**config.mk**
```make
export PLATFORM = sky130hd
export DESIGN_NAME = dmem_arbiter_flat
export DESIGN_NICKNAME = d
export VERILOG_FILES = /design/src/rtl/dmem_pkg.sv /design/src/rtl/dmem_arbiter_if.sv /design/src/rtl/dmem_lane_unit.sv /design/src/rtl/dmem_arbiter.sv /design/src/flat_wrapper.sv
export SDC_FILE = /design/constraint.sdc
export NUM_CORES = 1
export LEC_CHECK = 0
export ABC_CLOCK_PERIOD_IN_PS = 20600
export BUFFER_PORTS_ARGS = -buffer_cell sky130_fd_sc_hd__buf_2
export CAP_MARGIN = 20
export CORE_UTILIZATION = 54
export DETAILED_ROUTE_END_ITERATION = 10
export PLACE_DENSITY = 0.87
export SKIP_LAST_GASP = 1
export SLEW_MARGIN = 25
export SYNTH_ARGS = -nofsm -noshare
export SYNTH_HDL_FRONTEND = slang
export SYNTH_SLANG_ARGS = --single-unit
```
**constraint.sdc**
```tcl
create_clock -name clk -period 20.6 [get_ports clk]
set_input_delay 4.12 -clock clk [delete_from_list [all_inputs] [get_ports clk]]
set_output_delay 4.12 -clock clk [all_outputs]
set_load 0.1 [all_outputs]
```
**src/rtl/dmem_pkg.sv**
```systemverilog
// dmem_pkg: shared definitions for the data-memory arbiter.
//   - Access size encodings (SZ_BYTE, SZ_HALF, SZ_WORD; 2'b11 behaves as word).
//   - Arbiter state enum.
//   - Lane helpers: load extract/extend, store lane merge and alignment test.
// Lanes are little-endian: lane 0 is bits [7:0] of the memory word.
package dmem_pkg;

  localparam logic [1:0] SZ_BYTE = 2'b00;
  localparam logic [1:0] SZ_HALF = 2'b01;
  localparam logic [1:0] SZ_WORD = 2'b10;

  typedef enum logic {IDLE, MERGE} state_t;

  // Pick the addressed byte/half out of a word and extend it to 32 bits.
  // A halfword only looks at lane[1] and a word ignores the lane, which is
  // what makes misaligned accesses behave as aligned-down ones.
  function automatic logic [31:0] lane_extract(input logic [31:0] word,
                                               input logic [1:0]  lane,
                                               input logic [1:0]  size,
                                               input logic        is_unsigned);
    logic [7:0]  b;
    logic [15:0] h;
    logic [31:0] r;
    case (lane)
      2'd0:    b = word[7:0];
      2'd1:    b = word[15:8];
      2'd2:    b = word[23:16];
      default: b = word[31:24];
    endcase
    h = lane[1] ? word[31:16] : word[15:0];
    case (size)
      SZ_BYTE: r = is_unsigned ? {24'd0, b} : {{24{b[7]}}, b};
      SZ_HALF: r = is_unsigned ? {16'd0, h} : {{16{h[15]}}, h};
      default: r = word;
    endcase
    return r;
  endfunction

  // Replace the addressed lane(s) of the old word with right-justified store data.
  function automatic logic [31:0] lane_merge(input logic [31:0] word,
                                             input logic [31:0] wdata,
                                             input logic [1:0]  lane,
                                             input logic [1:0]  size);
    logic [31:0] r;
    r = word;
    if (size == SZ_BYTE) begin
      case (lane)
        2'd0:    r[7:0]   = wdata[7:0];
        2'd1:    r[15:8]  = wdata[7:0];
        2'd2:    r[23:16] = wdata[7:0];
        default: r[31:24] = wdata[7:0];
      endcase
    end else if (size == SZ_HALF) begin
      if (lane[1]) r[31:16] = wdata[15:0];
      else         r[15:0]  = wdata[15:0];
    end else begin
      r = wdata;
    end
    return r;
  endfunction

  // Halfword on an odd address, or word (including size 2'b11) off a word boundary.
  function automatic logic is_misaligned(input logic [1:0] lane,
                                         input logic [1:0] size);
    return ((size == SZ_HALF) && lane[0]) || (size[1] && (lane != 2'b00));
  endfunction

endpackage

```
**src/rtl/dmem_arbiter_if.sv**
```systemverilog
// dmem_arbiter_if: one requester's connection to the data-memory arbiter.
//   master modport (requester): drives req, we, addr, size, is_unsigned, wdata;
//                               receives gnt, ack, rdata, err.
//   slave modport (arbiter):    the mirror image.
// Request fields must stay stable from req rising until gnt is seen.
interface dmem_arbiter_if;
  logic        req;
  logic        we;
  logic [31:0] addr;
  logic [1:0]  size;
  logic        is_unsigned;
  logic [31:0] wdata;
  logic        gnt;
  logic        ack;
  logic [31:0] rdata;
  logic        err;

  modport master (output req, we, addr, size, is_unsigned, wdata,
                  input  gnt, ack, rdata, err);
  modport slave  (input  req, we, addr, size, is_unsigned, wdata,
                  output gnt, ack, rdata, err);
endinterface

```
**src/rtl/dmem_lane_unit.sv**
```systemverilog
// dmem_lane_unit: purely combinational lane logic shared by loads and the
// read-modify-write store path.
//   word        in  32  memory word (live read data or latched RMW word)
//   wdata       in  32  right-justified store data
//   lane        in  2   byte address bits [1:0]
//   size        in  2   access size encoding
//   is_unsigned in  1   zero-extend loads when 1
//   load_data   out 32  extracted and extended load value
//   merged      out 32  word with the addressed lane(s) replaced by wdata
module dmem_lane_unit
  import dmem_pkg::*;
(
  input  logic [31:0] word,
  input  logic [31:0] wdata,
  input  logic [1:0]  lane,
  input  logic [1:0]  size,
  input  logic        is_unsigned,
  output logic [31:0] load_data,
  output logic [31:0] merged
);

  assign load_data = lane_extract(word, lane, size, is_unsigned);
  assign merged    = lane_merge(word, wdata, lane, size);

endmodule

```
**src/rtl/dmem_arbiter.sv**
```systemverilog
// dmem_arbiter: shares a single-port, word-organised data memory between the
// core load/store unit (m0) and the debug/DMA master (m1).
//   clk, rst             clock and asynchronous active-high reset
//   m0, m1               requester buses (dmem_arbiter_if.slave)
//   mem_addr  out 32     word index {2'b00, addr[31:2]}
//   mem_wdata out 32     word written to memory
//   mem_write out 1      memory write enable
//   mem_read  out 1      memory read enable
//   mem_rdata in  32     combinational memory read data
// Round-robin between the two requesters; loads and word stores complete in
// one cycle (ack on the next), byte/half stores take a read then a merged write.
// Optional build macro: DMEM_MISALIGN_CHECK_EN -- misaligned requests are
// granted but answered with ack+err and never touch memory. Without it the
// low address bits are ignored and mN_err stays 0.
module dmem_arbiter
  import dmem_pkg::*;
#(
  parameter int NREQ     = 2,
  parameter int RR_RESET = 0
) (
  input  logic                 clk,
  input  logic                 rst,
  dmem_arbiter_if.slave        m0,
  dmem_arbiter_if.slave        m1,
  output logic [31:0]          mem_addr,
  output logic [31:0]          mem_wdata,
  output logic                 mem_write,
  output logic                 mem_read,
  input  logic [31:0]          mem_rdata
);

  state_t      state, state_nxt;
  logic        rr_last, rr_nxt;
  logic [1:0]  ack_q, ack_nxt;
  logic [31:0] rdata_q, rdata_nxt;
  logic        err_q, err_nxt;
  // Context held across the RMW read and merge-write cycles.
  logic        owner_q, owner_nxt;
  logic [31:0] word_q, word_nxt;
  logic [31:0] addr_q, addr_nxt;
  logic [1:0]  size_q, size_nxt;
  logic [15:0] wdata_q, wdata_nxt;

  logic        gnt0, gnt1, any_gnt, sel;
  logic        sel_we, sel_uns, misaligned;
  logic [31:0] sel_addr, sel_wdata;
  logic [1:0]  sel_size;
  logic [31:0] lane_word, lane_wdata, load_data, merged;
  logic [1:0]  lane_sel, lane_size;

  // Grants only in IDLE and never while reset is held; on contention the
  // requester that was not served last wins.
  always_comb begin
    gnt0 = 1'b0;
    gnt1 = 1'b0;
    if (state == IDLE && !rst) begin
      gnt0 = m0.req && (!m1.req || rr_last);
      gnt1 = m1.req && (!m0.req || !rr_last);
    end
  end

  assign any_gnt   = gnt0 | gnt1;
  assign sel       = gnt1;
  assign sel_we    = sel ? m1.we          : m0.we;
  assign sel_addr  = sel ? m1.addr        : m0.addr;
  assign sel_size  = sel ? m1.size        : m0.size;
  assign sel_uns   = sel ? m1.is_unsigned : m0.is_unsigned;
  assign sel_wdata = sel ? m1.wdata       : m0.wdata;

`ifdef DMEM_MISALIGN_CHECK_EN
  assign misaligned = is_misaligned(sel_addr[1:0], sel_size);
`else
  assign misaligned = 1'b0;
`endif

  // In MERGE the lane unit works on the latched word; otherwise on live read data.
  assign lane_word  = (state == MERGE) ? word_q            : mem_rdata;
  assign lane_wdata = (state == MERGE) ? {16'd0, wdata_q}  : sel_wdata;
  assign lane_sel   = (state == MERGE) ? addr_q[1:0]       : sel_addr[1:0];
  assign lane_size  = (state == MERGE) ? size_q            : sel_size;

  dmem_lane_unit u_lane (
    .word        (lane_word),
    .wdata       (lane_wdata),
    .lane        (lane_sel),
    .size        (lane_size),
    .is_unsigned (sel_uns),
    .load_data   (load_data),
    .merged      (merged)
  );

  // Next-state and memory-side outputs.
  always_comb begin
    state_nxt = state;
    rr_nxt    = rr_last;
    ack_nxt   = 2'b00;
    rdata_nxt = '0;
    err_nxt   = 1'b0;
    owner_nxt = owner_q;
    word_nxt  = word_q;
    addr_nxt  = addr_q;
    size_nxt  = size_q;
    wdata_nxt = wdata_q;
    mem_read  = 1'b0;
    mem_write = 1'b0;
    mem_addr  = '0;
    mem_wdata = '0;
    case (state)
      IDLE: begin
        if (any_gnt) begin
          rr_nxt = sel;
          if (misaligned) begin
            ack_nxt[sel] = 1'b1;
            err_nxt      = 1'b1;
          end else if (!sel_we) begin
            mem_read     = 1'b1;
            mem_addr     = {2'b00, sel_addr[31:2]};
            ack_nxt[sel] = 1'b1;
            rdata_nxt    = load_data;
          end else if (sel_size[1]) begin
            mem_write    = 1'b1;
            mem_addr     = {2'b00, sel_addr[31:2]};
            mem_wdata    = sel_wdata;
            ack_nxt[sel] = 1'b1;
          end else begin
            // Sub-word store: fetch the old word now, write the merge next cycle.
            mem_read  = 1'b1;
            mem_addr  = {2'b00, sel_addr[31:2]};
            word_nxt  = mem_rdata;
            addr_nxt  = sel_addr;
            size_nxt  = sel_size;
            wdata_nxt = sel_wdata[15:0];
            owner_nxt = sel;
            state_nxt = MERGE;
          end
        end
      end
      MERGE: begin
        mem_write        = 1'b1;
        mem_addr         = {2'b00, addr_q[31:2]};
        mem_wdata        = merged;
        ack_nxt[owner_q] = 1'b1;
        state_nxt        = IDLE;
      end
      default: state_nxt = IDLE;
    endcase
  end

  // State register; reset aborts a pending merge and drops any pending ack.
  always_ff @(posedge clk or posedge rst) begin
    if (rst) begin
      state   <= IDLE;
      rr_last <= (RR_RESET == 0);
      ack_q   <= 2'b00;
      rdata_q <= '0;
      err_q   <= 1'b0;
      owner_q <= 1'b0;
      word_q  <= '0;
      addr_q  <= '0;
      size_q  <= SZ_BYTE;
      wdata_q <= '0;
    end else begin
      state   <= state_nxt;
      rr_last <= rr_nxt;
      ack_q   <= ack_nxt;
      rdata_q <= rdata_nxt;
      err_q   <= err_nxt;
      owner_q <= owner_nxt;
      word_q  <= word_nxt;
      addr_q  <= addr_nxt;
      size_q  <= size_nxt;
      wdata_q <= wdata_nxt;
    end
  end

  assign m0.gnt   = gnt0;
  assign m1.gnt   = gnt1;
  assign m0.ack   = ack_q[0];
  assign m1.ack   = ack_q[1];
  assign m0.rdata = ack_q[0] ? rdata_q : '0;
  assign m1.rdata = ack_q[1] ? rdata_q : '0;
  assign m0.err   = ack_q[0] & err_q;
  assign m1.err   = ack_q[1] & err_q;

  a_nreq:     assert property (@(posedge clk) disable iff (rst) NREQ == 2);
  a_rw_excl:  assert property (@(posedge clk) disable iff (rst) !(mem_read && mem_write));
  a_one_gnt:  assert property (@(posedge clk) disable iff (rst) !(gnt0 && gnt1));

endmodule

```
**src/flat_wrapper.sv**
```systemverilog
// flat-port wrapper written by rule: the top's interface ports become plain ports
module dmem_arbiter_flat import dmem_pkg::*;
#(
  parameter int NREQ     = 2,
  parameter int RR_RESET = 0
)
  (clk, rst, mem_addr, mem_wdata, mem_write, mem_read, mem_rdata, m0_req, m0_we, m0_addr, m0_size, m0_is_unsigned, m0_wdata, m0_gnt, m0_ack, m0_rdata, m0_err, m1_req, m1_we, m1_addr, m1_size, m1_is_unsigned, m1_wdata, m1_gnt, m1_ack, m1_rdata, m1_err);
  dmem_arbiter_if m0_i ();
  dmem_arbiter_if m1_i ();
  input  logic clk;
  input  logic rst;
  output logic [31:0] mem_addr;
  output logic [31:0] mem_wdata;
  output logic mem_write;
  output logic mem_read;
  input  logic [31:0] mem_rdata;
  input wire logic [$bits(m0_i.req)-1:0] m0_req;
  input wire logic [$bits(m0_i.we)-1:0] m0_we;
  input wire logic [$bits(m0_i.addr)-1:0] m0_addr;
  input wire logic [$bits(m0_i.size)-1:0] m0_size;
  input wire logic [$bits(m0_i.is_unsigned)-1:0] m0_is_unsigned;
  input wire logic [$bits(m0_i.wdata)-1:0] m0_wdata;
  output wire logic [$bits(m0_i.gnt)-1:0] m0_gnt;
  output wire logic [$bits(m0_i.ack)-1:0] m0_ack;
  output wire logic [$bits(m0_i.rdata)-1:0] m0_rdata;
  output wire logic [$bits(m0_i.err)-1:0] m0_err;
  input wire logic [$bits(m1_i.req)-1:0] m1_req;
  input wire logic [$bits(m1_i.we)-1:0] m1_we;
  input wire logic [$bits(m1_i.addr)-1:0] m1_addr;
  input wire logic [$bits(m1_i.size)-1:0] m1_size;
  input wire logic [$bits(m1_i.is_unsigned)-1:0] m1_is_unsigned;
  input wire logic [$bits(m1_i.wdata)-1:0] m1_wdata;
  output wire logic [$bits(m1_i.gnt)-1:0] m1_gnt;
  output wire logic [$bits(m1_i.ack)-1:0] m1_ack;
  output wire logic [$bits(m1_i.rdata)-1:0] m1_rdata;
  output wire logic [$bits(m1_i.err)-1:0] m1_err;
  assign m0_i.req = m0_req;
  assign m0_i.we = m0_we;
  assign m0_i.addr = m0_addr;
  assign m0_i.size = m0_size;
  assign m0_i.is_unsigned = m0_is_unsigned;
  assign m0_i.wdata = m0_wdata;
  assign m0_gnt = m0_i.gnt;
  assign m0_ack = m0_i.ack;
  assign m0_rdata = m0_i.rdata;
  assign m0_err = m0_i.err;
  assign m1_i.req = m1_req;
  assign m1_i.we = m1_we;
  assign m1_i.addr = m1_addr;
  assign m1_i.size = m1_size;
  assign m1_i.is_unsigned = m1_is_unsigned;
  assign m1_i.wdata = m1_wdata;
  assign m1_gnt = m1_i.gnt;
  assign m1_ack = m1_i.ack;
  assign m1_rdata = m1_i.rdata;
  assign m1_err = m1_i.err;
  dmem_arbiter #(.NREQ(NREQ), .RR_RESET(RR_RESET)) u_core (.clk(clk), .rst(rst), .m0(m0_i), .m1(m1_i), .mem_addr(mem_addr), .mem_wdata(mem_wdata), .mem_write(mem_write), .mem_read(mem_read), .mem_rdata(mem_rdata));
endmodule
```
==> results.py, run 1 <==
metrics = {
    "critical_path": {
        "reg2reg_depth": 6,
        "path_buf_inv": 3,
        "critPathCapture": "mem_wdata[28]",
        "crit_chain": "buf_2 -> inv_4 -> nand2_2 -> a221oi_2 -> nor2_2 -> mux2_2 -> a211o_1 -> buf_2",
        "r2r_slack_ns": 17.09,
        "endpoint_kind": "primary output",
        "startpoint_type": "input port",
        "reg2reg_to": "u_core.word_q[27]$_DFFE_PP0P_",
        "cp_slowest_cell": "a221oi_2",
        "path_depth": 8,
        "critPathKind": "in -> out",
        "arrival_ns": 6.97,
        "critPathTopFamily": "compound AO/OA/AOI/OAI gates",
        "cp_slowest_stage_delay_ns": 0.83,
        "critPathLaunch": "rst",
        "rr_startpoint": "u_core.state$_DFF_PP0_",
        "cpMostUsedCell": "buf_2",
        "cp.required_ns": 16.48,
        "critPathMaxFanout": 46,
    },
    "die": {
        "dieArea_sq_um": 15140,
        "ios": 308,
        "core_area_sq_um": 14100,
        "rows": 43,
        "die_x_um": 123.0,
        "start_util": 0.5612,
        "die_h_um": 123.0,
    },
    "clocking": {
        "cts_root_buf": "clkbuf_16",
        "cts_tree": "built",
        "cts_buffers": 17,
        "cts_buffer_depth": 2,
        "cts.sinks": 118,
        "cts-resized-gates": 0,
        "clkTransAtPathRegs_ns": 0.05,
        "clkLatencyLatePin_ns": 0.43,
        "postCtsSetupBuffers": 0,
        "cts.htree.levels": 4,
        "cts_hold_buf": 0,
    },
    "finish": {
        "layout_commonest_cell": "buf_2",
        "fin_nets": 1333,
        "drive_gt1_frac": 0.3330,
        "diodes": 0,
        "area_delta_synth_final_pct": 26.62,
        "final_util": 0.7105,
        "final_cell_mix": "buf_2 (303), nand2_1 (148), dfrtp_1 (116)",
        "final_cells": 1354,
    },
    "synth": {
        "synth_area_leader_cell": "dfrtp_1",
        "synth_warnings": 0,
        "synthArstFlopShare": 1.000,
        "yosys.cell_types.count": 55,
        "syn-instance-count": 900,
        "syn_avg_cell_area_sq_um": 8.789,
        "synth_top_area_frac": 0.3701,
        "synth-seq-cells": 118,
        "seq_area_frac_synth": 0.3735,
        "yosys-top-cells-area": "dfrtp_1 (37%), mux2i_1 (12%), nand2_1 (7.1%), o21ai_0 (5.2%), and2_1 (5.1%)",
        "ys.flop_type": "dfrtp_1",
        "syn_area_sq_um": 7910,
        "synth_edf_count": 0,
    },
    "pwr": {
        "net-switching-power_mw": 0.3792,
        "p_clk_frac": 0.319,
        "sw_frac_of_total": 0.4084,
        "comb_power_share": 0.320,
        "seq_power_share": 0.361,
        "power.leakage_nw": 5.368,
        "power.internal_mw": 0.5493,
        "p_per_area_nw_per_um2": 92.71,
        "peakVddDrop_mv": 0.06233,
    },
    "grt": {
        "grt_max_degree": 99,
        "grt_pass1_wl_mm": 38.61,
        "grt_overflow": 0,
        "grt_pass1_vias": 7367,
        "antenna_found_initial": 0,
        "grtUsageTotal": 0.3400,
    },
    "timing": {
        "fin_crit_sh": 0.5384,
        "post-route-min-period_ns": 11.09,
        "finClkSkew_ns": 0.008194,
        "clock.fmax_mhz": 90.16,
        "setup_viol_count_final": 0,
        "maxSlewViolCount": 0,
        "setup_tns_ns": 0,
        "slew_headroom": 0.2579,
        "hold_viol_final": 0,
        "worstMarginPinSlew_ns": 1.105,
        "rsz0062_at_grt": "no",
    },
    "place": {
        "place_hpwl_mm": 18.46,
        "dp_cells": 1322,
        "numPortBuffers": 303,
        "place_congestion": 0.9511,
    },
    "route": {
        "dr.pass1.iters": 6,
        "post_drt_via_cell_ratio": 5.953,
        "drtIter0Drc": 641,
        "avgRoutedWirePerCell_um": 18.77,
        "wirelength_mm": 25.42,
        "detail-route-antenna-nets": 0,
        "drc_errors": 0,
        "dr_total_vias": 8061,
    },
    "job": {
        "max_cap_viol_count": 0,
    },
    "min_path": {
        "min_path_type": "reg -> reg",
        "hold_depth": 2,
    },
    "status": {
        "status": "finished clean",
    },
}
==> worst min-delay path by stage <==
stage                                        from  slack (ns)                            end
finish              u_core.addr_q[22]$_DFFE_PP0P_        0.48  u_core.addr_q[22]$_DFFE_PP0P_
global route        u_core.addr_q[28]$_DFFE_PP0P_        0.51  u_core.addr_q[28]$_DFFE_PP0P_
CTS                 u_core.addr_q[10]$_DFFE_PP0P_        0.48  u_core.addr_q[10]$_DFFE_PP0P_
global placement    u_core.addr_q[17]$_DFFE_PP0P_        0.46  u_core.addr_q[17]$_DFFE_PP0P_
detailed placement  u_core.addr_q[12]$_DFFE_PP0P_        0.47  u_core.addr_q[12]$_DFFE_PP0P_
floorplan           u_core.addr_q[10]$_DFFE_PP0P_        0.45  u_core.addr_q[10]$_DFFE_PP0P_
==> registers in the layout, summed over array words and instances, names as in the netlist <==
register / flops
u_core.ack_q: 2
u_core.addr_q: 32
u_core.owner_q: 1
u_core.rdata_q: 32
u_core.rr_last: 1
u_core.size_q: 1
u_core.state: 1
u_core.wdata_q: 16
u_core.word_q: 32
==> area by class of cell <==
type / count / area, sq um
Inverter: 9 / 36.28
Fill cell: 1121 / 4080
Tap cell: 180 / 225.2
Sequential cell: 118 / 2958
Multi-Input combinational cell: 703 / 4619
Timing Repair Buffer: 312 / 1588
Clock inverter: 13 / 146.4
Clock buffer: 19 / 442.9
==> power groups by stage <==
| stage | logic (mW) | registers, mW | clock network (mW) |
|---|---|---|---|
| 2_1_floorplan | 0.239 | 0.312 | 0 |
| 3_3_place_gp | 0.287 | 0.332 | 0 |
| 3_5_place_dp | 0.293 | 0.334 | 0 |
| 4_1_cts | 0.295 | 0.331 | 0.298 |
| 5_1_grt | 0.317 | 0.340 | 0.309 |
| 6_report | 0.297 | 0.335 | 0.297 |
==> kinds of logic after synthesis <==
family | synth area share
AOI/OAI and AO/OA | 0.2028
buffers and inverters | 0.04682
DFF | 0.3735
muxes | 0.1904
other | 0.0004741
and+or+nand+nor | 0.1860
==> cell usage after synthesis (2+ instances only) <==
cell and count:
nand2_1 149, dfrtp_1 117, mux2i_1 94, o21ai_0 82, and2_1 65, a21oi_1 38, clkbuf_1 35, nor2_1 34
mux2_1 26, nand3_1 25, buf_2 23, mux2_2 23, a31oi_1 18, nor3_1 17, o22a_1 16, a21o_1 12
a211oi_1 9, a221o_1 9, inv_1 9, a211o_1 8, a21boi_0 8, o211ai_1 8, o22ai_1 8, buf_1 7
buf_4 7, nor2b_1 5, o21bai_1 5, nand2_2 4, o21ai_1 4, nand2b_1 3, nor2_4 3, a222oi_1 2
a22o_1 2, and3_1 2, nor2_2 2, nor4_1 2
==> worst min-delay path, cell delays in order (launching register included) <==
cell	delay, ns
dfrtp_1	0.34
nand2_1	0.04
o21ai_0	0.06
==> stage by stage <==
stage	worst slack (ns)	cell area (sq um)	power, mW	hold WS, ns
2_1_floorplan	7.091	7921	0.5516	0.4497
3_3_place_gp	9.556	9420	0.6185	0.4625
3_5_place_dp	9.503	9423	0.6275	0.4704
4_1_cts	9.490	10010	0.9241	0.4828
5_1_grt	9.223	10020	0.9658	0.5069
6_report	9.509	10020	0.9286	0.4825
==> per-layer routing <==
layer / GRT usage / share of wire
met4: 0.1393 / 0.030
met3: 0.09041 / 0.11
met5: 0 / 0
met1: 0.4516 / 0.40
met2: 0.5270 / 0.46
(Power assumes the default switching activity.)
==> run 2: changes to the inputs <==
Settings changed: ABC_CLOCK_PERIOD_IN_PS 20600 to 9850, CORE_UTILIZATION 54 to 45, PLACE_DENSITY 0.87 to 0.78.
Clock period 20.6 ns to 9.85 ns, I/O delays scaled along.
==> run 2 against run 1 <==
Register-to-register slack worse by 11 ns; die area is 20% higher; non-clock buffer count is 1 higher; wire length is 2.6% higher; clock skew hardly changed; core utilization is 13 points lower; sequential cell count stayed put; count of clock-buffer cells in the layout is 1 lower; power is 110% higher; clock power is 98% higher; largest cell class unchanged.
==> results.py, run 2 (synthesis gave the netlist of run 1 again) <==
metrics = {
    "pwr": {
        "p_per_area_nw_per_um2": 189.4,
        "power.leakage_nw": 5.365,
        "peakVddDrop_mv": 0.1262,
    },
    "route": {
        "detail-route-antenna-nets": 0,
        "dr_total_vias": 7930,
        "avgRoutedWirePerCell_um": 18.58,
        "drtIter0Drc": 755,
        "drc_errors": 0,
        "wirelength_mm": 26.07,
        "dr.pass1.iters": 5,
        "post_drt_via_cell_ratio": 5.652,
    },
    "critical_path": {
        "rr_startpoint": "u_core.state$_DFF_PP0_",
        "reg2reg_depth": 6,
        "startpoint_type": "input port",
        "reg2reg_to": "u_core.word_q[31]$_DFFE_PP0P_",
        "endpoint_kind": "primary output",
        "cp_slowest_stage_delay_ns": 0.66,
        "critPathLaunch": "rst",
        "path_buf_inv": 3,
        "critPathTopFamily": "buffers and inverters",
        "cp.required_ns": 7.88,
        "arrival_ns": 4.59,
        "critPathKind": "in -> out",
        "critPathMaxFanout": 71,
        "path_depth": 7,
        "r2r_slack_ns": 6.58,
        "critPathCapture": "mem_wdata[6]",
        "cpMostUsedCell": "buf_2",
        "cp_slowest_cell": "inv_4",
        "crit_chain": "buf_2 -> inv_4 -> nand3_1 -> a31o_2 -> nand2_1 -> o22a_1 -> buf_2",
    },
    "min_path": {
        "min_path_type": "reg -> reg",
    },
    "grt": {
        "grt_pass1_vias": 7116,
        "grtUsageTotal": 0.2861,
        "grt_pass1_wl_mm": 39.55,
        "grt_overflow": 0,
        "grt_max_degree": 78,
        "antenna_found_initial": 4,
    },
    "clocking": {
        "cts_root_buf": "clkbuf_16",
        "cts_tree": "built",
        "clkTransAtPathRegs_ns": 0.05,
        "cts-resized-gates": 0,
        "cts_buffer_depth": 2,
        "cts.sinks": 118,
        "cts_buffers": 17,
        "cts_hold_buf": 0,
        "postCtsSetupBuffers": 0,
        "clkLatencyLatePin_ns": 0.42,
        "cts.htree.levels": 4,
    },
    "timing": {
        "worstMarginPinSlew_ns": 1.083,
        "slew_headroom": 0.2768,
        "finClkSkew_ns": 0.008323,
        "hold_slack_ns": 0.4791,
        "setup_viol_count_final": 0,
        "maxSlewViolCount": 0,
        "fin_crit_sh": 0.6657,
        "clock.fmax_mhz": 152.5,
        "setup_tns_ns": 0,
        "rsz0062_at_grt": "no",
        "hold_viol_final": 0,
        "fin_ws_ns": 3.293,
        "post-route-min-period_ns": 6.557,
    },
    "die": {
        "die_x_um": 134.6,
        "rows": 48,
        "start_util": 0.4589,
        "dieArea_sq_um": 18110,
        "die_h_um": 134.6,
        "core_area_sq_um": 17240,
        "ios": 308,
    },
    "finish": {
        "layout_commonest_cell": "buf_2",
        "drive_gt1_frac": 0.3339,
        "largest_registers": "u_core.addr_q: 32 flops, u_core.rdata_q: 32 flops, u_core.word_q: 32 flops",
        "final_cells": 1403,
        "area_delta_synth_final_pct": 27.48,
        "fin_nets": 1334,
        "final_cell_mix": "buf_2 (303), nand2_1 (148), dfrtp_1 (116)",
    },
    "place": {
        "place_hpwl_mm": 19.09,
        "place_congestion": 0.9235,
        "numPortBuffers": 303,
        "pre_cts_ws_ns": 3.234,
        "dp_cells": 1367,
    },
    "status": {
        "status": "finished clean",
    },
    "job": {
        "max_cap_viol_count": 0,
    },
}
==> run 2: final cells by class <==
class                           count  area (sq um)
Fill cell                        1559          7153
Multi-Input combinational cell    703          4632
Sequential cell                   118          2958
Timing Repair Buffer              313          1612
Clock buffer                       18         429.2
Tap cell                          225         281.5
Clock inverter                     13         125.1
Inverter                            9         36.28
Antenna cell                        4         10.01
==> run 2: per-layer routing <==
metal,track usage,part of all wire,vias up
li1,-,-,3736
met1,0.3951,0.43,3676
met2,0.4410,0.46,470
met3,0.06044,0.092,48
met4,0.1067,0.018,0
met5,0,0,-
==> run 2: power breakdown <==
group          leakage, nW  internal, mW  switching [mW]
combinational         3.60         0.184           0.436
sequential            1.49         0.585           0.116
clock                0.268         0.348           0.240
total                 5.37          1.12           0.792
==> run 2: worst min path at each step <==
stage,from,end,slack [ns],cells after the start
final,u_core.addr_q[16]$_DFFE_PP0P_,u_core.addr_q[16]$_DFFE_PP0P_,0.48,2
after global routing,u_core.addr_q[6]$_DFFE_PP0P_,u_core.addr_q[6]$_DFFE_PP0P_,0.50,2
after CTS,u_core.addr_q[23]$_DFFE_PP0P_,u_core.addr_q[23]$_DFFE_PP0P_,0.49,2
after detailed placement,u_core.addr_q[23]$_DFFE_PP0P_,u_core.addr_q[23]$_DFFE_PP0P_,0.47,2
after global placement,u_core.addr_q[8]$_DFFE_PP0P_,u_core.addr_q[8]$_DFFE_PP0P_,0.46,2
after floorplan,u_core.addr_q[10]$_DFFE_PP0P_,u_core.addr_q[10]$_DFFE_PP0P_,0.45,2
==> run 2: metrics by stage <==
| step | utilization | instance area [sq um] | total power [mW] |
|---|---|---|---|
| 6_report | 0.5850 | 10080 | 1.909 |
| 5_1_grt | 0.5850 | 10080 | 1.989 |
| 3_5_place_dp | 0.5504 | 9487 | 1.315 |
| 2_1_floorplan | - | 7921 | 1.154 |
| 4_1_cts | 0.5825 | 10040 | 1.901 |
| 3_3_place_gp | 0.5498 | 9477 | 1.301 |
==> run 2: worst register-to-register path, cell delays in order, from the launching register on <==
cell and delay (ns):
dfrtp_4 0.64, nor2_4 0.34, nand2_4 0.29, and2_1 0.26, o21ai_4 0.43, buf_4 0.74
mux2_2 0.47
